<file path="config.mk">
export PLATFORM = sky130hd
export DESIGN_NAME = bsg_clk_gen_pearl_div_array
export DESIGN_NICKNAME = d
export VERILOG_FILES = /design/src/rtl/bsg_clk_gen_pearl_div_array.sv
export SDC_FILE = /design/constraint.sdc
export NUM_CORES = 1
export LEC_CHECK = 0
export ABC_AREA = 0
export CAP_MARGIN = 25
export CORE_ASPECT_RATIO = 1.1
export CORE_UTILIZATION = 35
export DETAILED_ROUTE_END_ITERATION = 10
export PLACE_DENSITY = 0.51
export SLEW_MARGIN = 0
export SYNTH_ARGS = -nofsm -noshare
export SYNTH_HDL_FRONTEND = slang
export SYNTH_SLANG_ARGS = --single-unit
export TNS_END_PERCENT = 5
</file>
<file path="constraint.sdc">
create_clock -name clk_i -period 3.17 [get_ports clk_i]
set_clock_uncertainty 0.05 [all_clocks]
set_input_delay 0.317 -clock clk_i [delete_from_list [all_inputs] [get_ports clk_i]]
set_output_delay 0.317 -clock clk_i [all_outputs]
set_load 0.005 [all_outputs]
</file>
<file path="src/rtl/bsg_clk_gen_pearl_div_array.sv">
// Multi-channel glitch-free programmable clock divider.
// Config is staged per channel and applied only at period boundaries.
module bsg_clk_gen_pearl_div_array #(
  parameter int num_ch_p   = 4,
  parameter int ds_width_p = 8,
  localparam int ch_w_lp   = (num_ch_p > 1) ? $clog2(num_ch_p) : 1
) (
  input  logic                  clk_i,
  input  logic                  reset_n_i,
  input  logic                  cfg_v_i,
  input  logic [ch_w_lp-1:0]    cfg_ch_i,
  input  logic [ds_width_p-1:0] cfg_ds_i,
  input  logic                  cfg_en_i,
  input  logic                  async_output_disable_i,
  output logic [num_ch_p-1:0]   clk_o,
  output logic [num_ch_p-1:0]   pending_o
);

  logic dis_s1_q;
  logic dis_s_q;

  // Reset to disabled so nothing toggles before the first real sample.
  always_ff @(posedge clk_i or negedge reset_n_i) begin
    if (!reset_n_i) begin
      dis_s1_q <= 1'b1;
      dis_s_q  <= 1'b1;
    end else begin
      dis_s1_q <= async_output_disable_i;
      dis_s_q  <= dis_s1_q;
    end
  end

  for (genvar i = 0; i < num_ch_p; i++) begin : g_ch
    logic [ds_width_p-1:0] cnt_q, cnt_d;
    logic [ds_width_p-1:0] ds_q, ds_d;
    logic [ds_width_p-1:0] pds_q, pds_d;
    logic                  out_q, out_d;
    logic                  en_q, en_d;
    logic                  pen_q, pen_d;
    logic                  pv_q, pv_d;
    logic                  run;
    logic                  tc;
    logic                  bnd;
    logic                  wr;

    assign run = en_q & ~dis_s_q;
    assign tc  = (cnt_q == ds_q);
    assign bnd = (out_q & tc) | (~out_q & ~run);
    assign wr  = cfg_v_i && (cfg_ch_i == ch_w_lp'(i));

    always_comb begin
      cnt_d = cnt_q;
      out_d = out_q;
      ds_d  = ds_q;
      en_d  = en_q;
      pds_d = pds_q;
      pen_d = pen_q;
      pv_d  = pv_q;
      if (bnd && pv_q) begin
        ds_d  = pds_q;
        en_d  = pen_q;
        pv_d  = 1'b0;
        cnt_d = '0;
        out_d = 1'b0;
      end else if (out_q || run) begin
        // High phase always runs to completion, even if run drops.
        if (tc) begin
          cnt_d = '0;
          out_d = ~out_q;
        end else begin
          cnt_d = cnt_q + ds_width_p'(1);
        end
      end else begin
        cnt_d = '0;
        out_d = 1'b0;
      end
      if (wr) begin
        pds_d = cfg_ds_i;
        pen_d = cfg_en_i;
        pv_d  = 1'b1;
      end
    end

    always_ff @(posedge clk_i or negedge reset_n_i) begin
      if (!reset_n_i) begin
        cnt_q <= '0;
        out_q <= 1'b0;
        ds_q  <= '0;
        en_q  <= 1'b0;
        pds_q <= '0;
        pen_q <= 1'b0;
        pv_q  <= 1'b0;
      end else begin
        cnt_q <= cnt_d;
        out_q <= out_d;
        ds_q  <= ds_d;
        en_q  <= en_d;
        pds_q <= pds_d;
        pen_q <= pen_d;
        pv_q  <= pv_d;
      end
    end

    assign clk_o[i]     = out_q;
    assign pending_o[i] = pv_q;
  end

endmodule

</file>
# Yosys cells after proc, flatten, opt, wreduce, memory -nomap -nowiden
# Cells that the tools add are included.
classes:
  reduce_logical: 17
  bitwise: 25
  n_eq_ne: 11
  addsub: 4
  n_mux: 32
op_table:
  columns: ["op", "count"]
  rows:
  - ["8-bit 2-to-1 mux", 12]
  - ["8-bit by 1-bit adder with 8-bit output (second input constant)", 4]
  - ["8-bit equality test", 4]
  - ["1-bit 2-to-1 mux", 20]
  - ["1-bit AND", 12]
  - ["3-bit != test (second input constant)", 4]
  - ["1-bit NOT", 9]
  - ["1-bit logical AND", 8]
  - ["2-bit nonzero test", 4]
  - ["2-bit equality test (second input constant)", 2]
  - ["1-bit logical OR", 4]
  - ["1-bit OR", 4]
  - ["2-bit by 1-bit equality test with 1-bit output (second input constant)", 1]
  - ["2-bit logical NOT", 1]
totals:
  reg_bits: 114
  word_cells: 119
  out_inout_bits: 8
  in_bits: 15

# Longest topological paths before layout
# Gate-level depths: netlist (run 1).
logic_depth:
  word_depth: 8
  mapped_depth: 5
  depth_no_buf: 5

# Worst setup path after synthesis (run 1)
# OpenSTA, ideal clock, no wires.
synth_path:
  path_kind: "reg2reg"
  from: "register dis_s_q"
  to: "register g_ch[3].cnt_q[2]"
  t_required_ns: 2.980
  path_stages_with_launch: 6
  arrival_time_ns: 1.337
  slack_ns: 1.644
  path_buffers: 1
  synth_period_minus_slack_ns: 1.526
  setup_ns: 0.140
  cell_sequence: "dfstp_2 nand2b_1 clkbuf_1 inv_1 o22ai_1 nor2_1"
synth_between:
  elab_chain_cells: 7
  word_cells_on_any_way: 9
  classes_between: "mux: 2; bitwise: 5; reduce/logical: 2"
synth_rtl:
  columns: ["item", "line", "text"]
  rows:
  - ["from (decl)", "20", "logic dis_s_q;"]
  - ["from (signal assigned)", "29", "dis_s_q <= dis_s1_q;"]
  - ["1-bit NOT (*)", "46", "assign run = en_q & ~dis_s_q;"]
  - ["1-bit AND (*)", "46", null]
  - ["1-bit NOT", "48", "assign bnd = (out_q & tc) | (~out_q & ~run);"]
  - ["1-bit AND", "48", null]
  - ["1-bit OR", "48", null]
  - ["1-bit logical AND", "59", "if (bnd && pv_q) begin"]
  - ["8-bit 2-to-1 mux (*)", "59", null]
  - ["named net g_ch[3].cnt_d[2]", "34", "logic [ds_width_p-1:0] cnt_q, cnt_d;"]
  - ["to (signal assigned)", "94", "cnt_q <= cnt_d;"]
  - ["to (decl)", "34", null]
# Mark *: on every way through the listed nets, which the timed path passes. The rest lies on a longest branch.
# A chain may end at the register's enable or synchronous reset.

# Final worst setup path (run 1)
layout_path:
  from: "register g_ch[0].cnt_q[0]"
  to: "register g_ch[0].en_q"
layout_between:
  elab_chain_cells: 4
layout_rtl:
  columns: ["item", "line", "text"]
  rows:
  - ["from (decl)", "34", null]
  - ["from (signal assigned)", "94", null]
  - ["8-bit equality test", "47", "assign tc = (cnt_q == ds_q);"]
  - ["1-bit AND", "48", null]
  - ["1-bit OR", "48", null]
  - ["1-bit logical AND", "59", null]
  - ["to (signal assigned)", "97", "en_q <= en_d;"]
  - ["to (decl)", "38", "logic en_q, en_d;"]
# Every way passes these cells.

==> results.py, run 1 <==
metrics = {
    "cts": {
        "post-cts-setup-buffer-count": 0,
        "cts_made_buffers": 17,
        "htreeDepth": 4,
        "clk-insertion-delay-late_ns": 0.41,
        "root_buffer": "clkbuf_16",
        "cts_sinks": 114,
        "cts_tree": "built",
        "cts_max_path_buffers": 2,
        "clk_pin_slew_ns": 0.05,
    },
    "pwr": {
        "power.total_mw": 5.66,
        "p_leak_nw": 2.58,
        "powerDensity_mw_per_mm2": 878,
        "peakVddDrop_mv": 0.364,
    },
    "yosys": {
        "synth_top_area_share_pct": 49.9,
        "syn_inst": 518,
        "ys_seq_area_share_pct": 50.8,
        "yosysTopAreaCell": "dfrtp_1",
        "syn_avg_cell_area_um2": 10.8,
        "synth_fp_nets": 537,
        "yosysUniqueCellTypes": 39,
        "async_flop_share_pct": 100,
        "yosysWarnings": 0,
        "ys_ff_latch": 114,
        "yosysMostFrequentCell": "dfrtp_1",
        "synth_area_mm2": 0.00562,
        "synth_area_leaders": "dfrtp_1, mux2_2, xnor2_1, nand3_1, a21boi_0",
        "ys.flop_type": "dfrtp_1",
        "synthTopCellsByCount": "dfrtp_1, nand3_1, xnor2_1",
        "synth_edf_count": 0,
    },
    "route": {
        "dr.pass1.iters": 4,
        "wl_um": 11400,
        "drtAntennaViolNets": 0,
        "drt_iter0_markers": 140,
        "via_per_inst": 5.09,
        "drc": 0,
        "wl_per_cell_um": 15.4,
        "vias": 3761,
    },
    "die": {
        "initial_utilization_pct": 35.8,
        "chipWidth_um": 123,
        "fp.dieH_um": 135,
        "io_pins": 23,
        "core_mm2": 0.0157,
        "dieArea_mm2": 0.0166,
        "std_cell_rows": 48,
    },
    "timing": {
        "finalSetupTns_ns": 0,
        "slew_viol_final": 0,
        "max_freq_mhz": 481,
        "worst_pin_slew_ns": 0.661,
        "rsz0062_at_grt": "false",
        "max_slew_margin_pct": 56.0,
        "finalCritPeriodShare_pct": 65.6,
        "min_period_ns": 2.08,
        "setup_viol": 0,
        "finalHoldViolations": 0,
    },
    "cells_and_area": {
        "final_cells": 739,
        "final_nets": 545,
        "drive_gt1_share_pct": 14.8,
        "design_area_mm2": 0.00645,
        "antennaDiodeCount": 0,
        "final_util_pct": 41.1,
        "area_growth_pct": 14.7,
    },
    "hold_path": {
        "hold_class": "input pin to flop",
    },
    "setup_path": {
        "crit_family": "compound AO/OA/AOI/OAI gates",
        "cp.buffers_inverters": 0,
        "critical_path_class": "flop to flop",
        "cpPeakStageDelay_ns": 0.45,
        "critPathLaunchType": "flop",
        "crit_chain": "xnor2_1 -> nand4_1 -> o21a_1 -> a2111o_1",
        "arrival_ns": 2.32,
        "cp_slowest_cell": "o21a_1",
        "cp_max_fo": 12,
        "worstSetupEndpointType": "flop",
        "worstPathRequired_ns": 3.41,
    },
    "grt": {
        "grtUsageTotal_pct": 15.6,
        "grt_max_degree": 47,
        "gr-total-overflow": 0,
        "grt_pass1_wl_um": 19700,
        "grt_pass1_vias": 3869,
        "antenna_found_initial": 0,
    },
    "status": {
        "status": "completed",
    },
    "placed_design": {
        "dp_hpwl_um": 7830,
        "globalplace.congestion": 0.773,
        "place_inst": 706,
        "port_buffers": 22,
        "placed_area_mm2": 0.00589,
    },
    "flow_run": {
        "cap_violations": 0,
    },
}
==> per-layer routing <==
layer	GRT usage, %	part of all wire (%)
met1	20.4	48
met2	24.6	47
met3	3.51	2.4
met4	7.11	1.8
met5	0	0
==> cells in the final DEF, fill, tap and decap left out, types with 7 or more instances in the layout <==
cell	synthesis	final
inv_1	11	11
nor2_1	33	33
nor2b_1	7	7
mux2_2	36	36
o31ai_1	32	32
nand2_1	13	13
a21boi_0	32	32
xnor2_1	39	39
dfrtp_1	112	112
nor3_1	8	8
nand3_1	50	50
xor2_1	17	17
clkdlybuf4s50_1	0	21
clkbuf_16	0	17
o21ai_0	32	32
==> sequential cells by signal, indices dropped and copies added, names as in the netlist <==
name / flops
g_ch.pds_q: 32
g_ch.pen_q: 4
g_ch.ds_q: 32
g_ch.en_q: 4
g_ch.out_q: 4
dis_s1_q: 1
g_ch.cnt_q: 32
g_ch.pv_q: 4
dis_s_q: 1
==> final timing paths <==
check	startpoint	end	slack, ns	cells past startpoint
max	g_ch[0].cnt_q[0]	g_ch[0].en_q	1.09	4
min	async_output_disable_i	dis_s1_q	0.27	1
max reg2reg	g_ch[0].cnt_q[0]	g_ch[0].en_q	1.09	4
min reg2reg	dis_s1_q	dis_s_q	0.31	0
max in group asynchronous	reset_n_i	g_ch[1].pds_q[7]	1.87	3
min in group asynchronous	reset_n_i	g_ch[2].cnt_q[3]	0.42	2
==> final cells by class <==
| cell class | instances | area, um^2 |
|---|---|---|
| Fill cell | 1491 | 9230 |
| Sequential cell | 114 | 2860 |
| Tap cell | 200 | 250 |
| Timing Repair Buffer | 26 | 263 |
| Clock buffer | 27 | 513 |
| Clock inverter | 5 | 30.0 |
| Multi-Input combinational cell | 356 | 2490 |
| Inverter | 11 | 41.3 |
==> logic make-up after synthesis <==
family	Yosys count	synth area share (%)
muxes	36	7.21
buffers and inverters	48	4.81
DFF	114	50.8
adders and majority gates	4	0.891
xor gates and xnor gates	56	8.73
AOI/OAI and AO/OA	117	14.3
and+or+nand+nor	143	13.2
==> power breakdown <==
part | internal [mW] | total, mW | switching (mW)
logic | 0.732 | 1.66 | 0.924
clock network | 1.10 | 1.74 | 0.643
registers | 1.86 | 2.26 | 0.401
==> through the flow <==
stage / hold slack (ns) / worst slack [ns]
2_1_floorplan: -0.0286 / 1.64
3_3_place_gp: 0.299 / 1.13
3_5_place_dp: 0.297 / 1.10
4_1_cts: 0.253 / 1.09
5_1_grt: 0.254 / 0.877
6_report: 0.266 / 1.09
==> what timing repair did <==
item,4_1_cts,5_1_grt
hold buffers,1,0
hold endpoints to repair,43,0
resized for setup,0,0
Note: power is estimated with default switching activity, not from simulation.
==> run 2, diff against run 1 <==
PLACE_DENSITY = 0.53   (was 0.51)
clock period = 1.7 ns   (was 3.17 ns; I/O delays follow)
==> run 2 against run 1 <==
Compared with the run above:
- via count increased by 5.6%
- critical endpoint is now clk_o[0]
- utilization increased by 2.2 points
- first-iteration DRC count increased by 29%
- clock-buffer cell count decreased by 5
- largest cell class unchanged
- register-to-register slack got worse by 0.98 ns
- non-clock buffer count increased by 33
- largest power group unchanged
==> results.py, run 2 (same netlist as run 1, synthesis figures left out) <==
metrics = {
    "timing": {
        "finalHoldViolations": 0,
        "slew_viol_final": 0,
        "rsz0062_at_grt": "false",
        "max_freq_mhz": 619,
        "max_slew_margin_pct": 67.1,
        "finalSetupTns_ns": 0,
        "setup_viol": 0,
        "hold_slack_ns": 0.122,
        "finalCritPeriodShare_pct": 95.1,
        "min_period_ns": 1.62,
        "fin_ws_ns": 0.0838,
        "worst_pin_slew_ns": 0.493,
    },
    "cells_and_area": {
        "final_util_pct": 43.3,
        "mostFrequentLayoutCells": "dfrtp_1, nand3_1, xnor2_1, mux2_2, nor2_1",
        "antennaDiodeCount": 0,
        "final_common_cell": "dfrtp_1",
        "seq_area_mm2": 0.00286,
        "final_cells": 772,
        "multi_input_area_mm2": 0.00249,
        "final_nets": 578,
        "design_area_mm2": 0.00679,
        "fill_cells": 1485,
        "drive_gt1_share_pct": 21.3,
        "area_growth_pct": 20.8,
        "top_regs": "g_ch.cnt_q x32, g_ch.ds_q x32, g_ch.pds_q x32",
    },
    "die": {
        "chipWidth_um": 123,
        "initial_utilization_pct": 35.8,
        "io_pins": 23,
        "core_mm2": 0.0157,
        "dieArea_mm2": 0.0166,
        "fp.dieH_um": 135,
        "std_cell_rows": 48,
    },
    "placed_design": {
        "globalplace.congestion": 0.796,
        "place_inst": 737,
        "port_buffers": 22,
        "place_ws_ns": 0.0758,
        "dp_hpwl_um": 8380,
        "placed_area_mm2": 0.00618,
    },
    "setup_path": {
        "r2r_slack_ns": 0.11,
        "endpoint": "clk_o[0]",
        "arrival_ns": 1.40,
        "ff2ff_path_depth": 4,
        "cpPeakStageDelay_ns": 0.53,
        "critical_path_class": "flop to primary output",
        "crit_family": "buffers and inverters",
        "worstSetupEndpointType": "primary output",
        "crit_chain": "clkdlybuf4s50_1",
        "startpoint": "g_ch[0].out_q",
        "cp.buffers_inverters": 1,
        "worst_r2r_startpoint": "g_ch[2].cnt_q[2]",
        "cp_slowest_cell": "clkdlybuf4s50_1",
        "cp_num_cells": 1,
        "critPathLaunchType": "flop",
        "reg2reg_to": "g_ch[2].en_q",
        "worstPathRequired_ns": 1.48,
        "cp_max_fo": 8,
    },
    "status": {
        "status": "completed",
    },
    "route": {
        "via_per_inst": 5.14,
        "drt_iter0_markers": 181,
        "wl_um": 12000,
        "drtAntennaViolNets": 0,
        "drc": 0,
        "dr.pass1.iters": 5,
        "vias": 3971,
        "wl_per_cell_um": 15.6,
    },
    "grt": {
        "grt_max_degree": 39,
        "gr-total-overflow": 0,
        "grt_pass1_wl_um": 20400,
        "grt_pass1_vias": 3972,
        "grtUsageTotal_pct": 16.1,
        "antenna_found_initial": 0,
    },
    "cts": {
        "htreeDepth": 4,
        "cts_made_buffers": 17,
        "clk-insertion-delay-late_ns": 0.41,
        "cts_sinks": 114,
        "clk_pin_slew_ns": 0.05,
        "cts_max_path_buffers": 2,
        "cts_tree": "built",
        "root_buffer": "clkbuf_16",
    },
    "pwr": {
        "combPwrFrac_pct": 33.1,
        "peakVddDrop_mv": 0.779,
        "power.total_mw": 11.4,
        "p_clk_share_pct": 30.4,
        "p_sw_mw": 3.86,
        "seqPwrFrac_pct": 36.4,
        "p_sw_share_pct": 33.9,
        "intPower_mw": 7.53,
        "powerDensity_mw_per_mm2": 1680,
        "p_leak_nw": 2.77,
    },
    "flow_run": {
        "cap_violations": 0,
    },
    "hold_path": {
        "hold_class": "input pin to flop",
    },
}
[run 2: layout make-up]
| cell class | instances | share of cell area [%] |
|---|---|---|
| sequential | 114 | 42.2 |
| clock inverter | 10 | 1.58 |
| clock buffer | 22 | 6.98 |
| timing repair buffer | 59 | 8.26 |
| multi-input combinational | 356 | 36.7 |
| tap | 200 | 3.69 |
| inverter | 11 | 0.608 |
[run 2: worst register-to-register path, cell delays in order (launching register included)]
cell,delay (ns)
dfrtp_1,0.43
xnor2_1,0.19
nand4_2,0.12
o21a_1,0.26
a2111o_1,0.41
[run 2: power groups by stage]
stage                     registers [mW]  logic, mW  clock network (mW)
after floorplan                     3.98       2.87                   0
after CTS                           4.17       3.77                3.54
after global routing                4.27       4.23                3.67
final                               4.15       3.77                3.47
after detailed placement            4.20       3.73                   0
after global placement              4.18       3.67                   0
[run 2: what timing repair did]
item | 4_1_cts | 5_1_grt
hold buffers | 1 | 0
hold endpoints to repair | 71 | 0
resized for setup | 2 | 4
endpoints found under the setup margin | 2 | 5
setup buffers | 0 | 2
[run 2: metal layers]
metal | wire length, um | up-vias | track usage, %
met5 | 0 | - | 0
met4 | 252 | 0 | 6.91
met3 | 276 | 22 | 3.55
met2 | 5880 | 52 | 25.4
met1 | 5600 | 1982 | 21.2
li1 | - | 1915 | -
[run 2: worst min path at each step]
stage                  endpoint                   start  cells past startpoint  slack (ns)
4_1_cts                dis_s1_q  async_output_disable_i                      1        0.11
3_5_place_dp   g_ch[2].cnt_q[6]               reset_n_i                      1        0.07
6_report               dis_s1_q  async_output_disable_i                      1        0.12
3_3_place_gp   g_ch[2].cnt_q[6]               reset_n_i                      1        0.07
2_1_floorplan  g_ch[0].cnt_q[0]               reset_n_i                      0       -0.18
5_1_grt                dis_s1_q  async_output_disable_i                      1        0.12
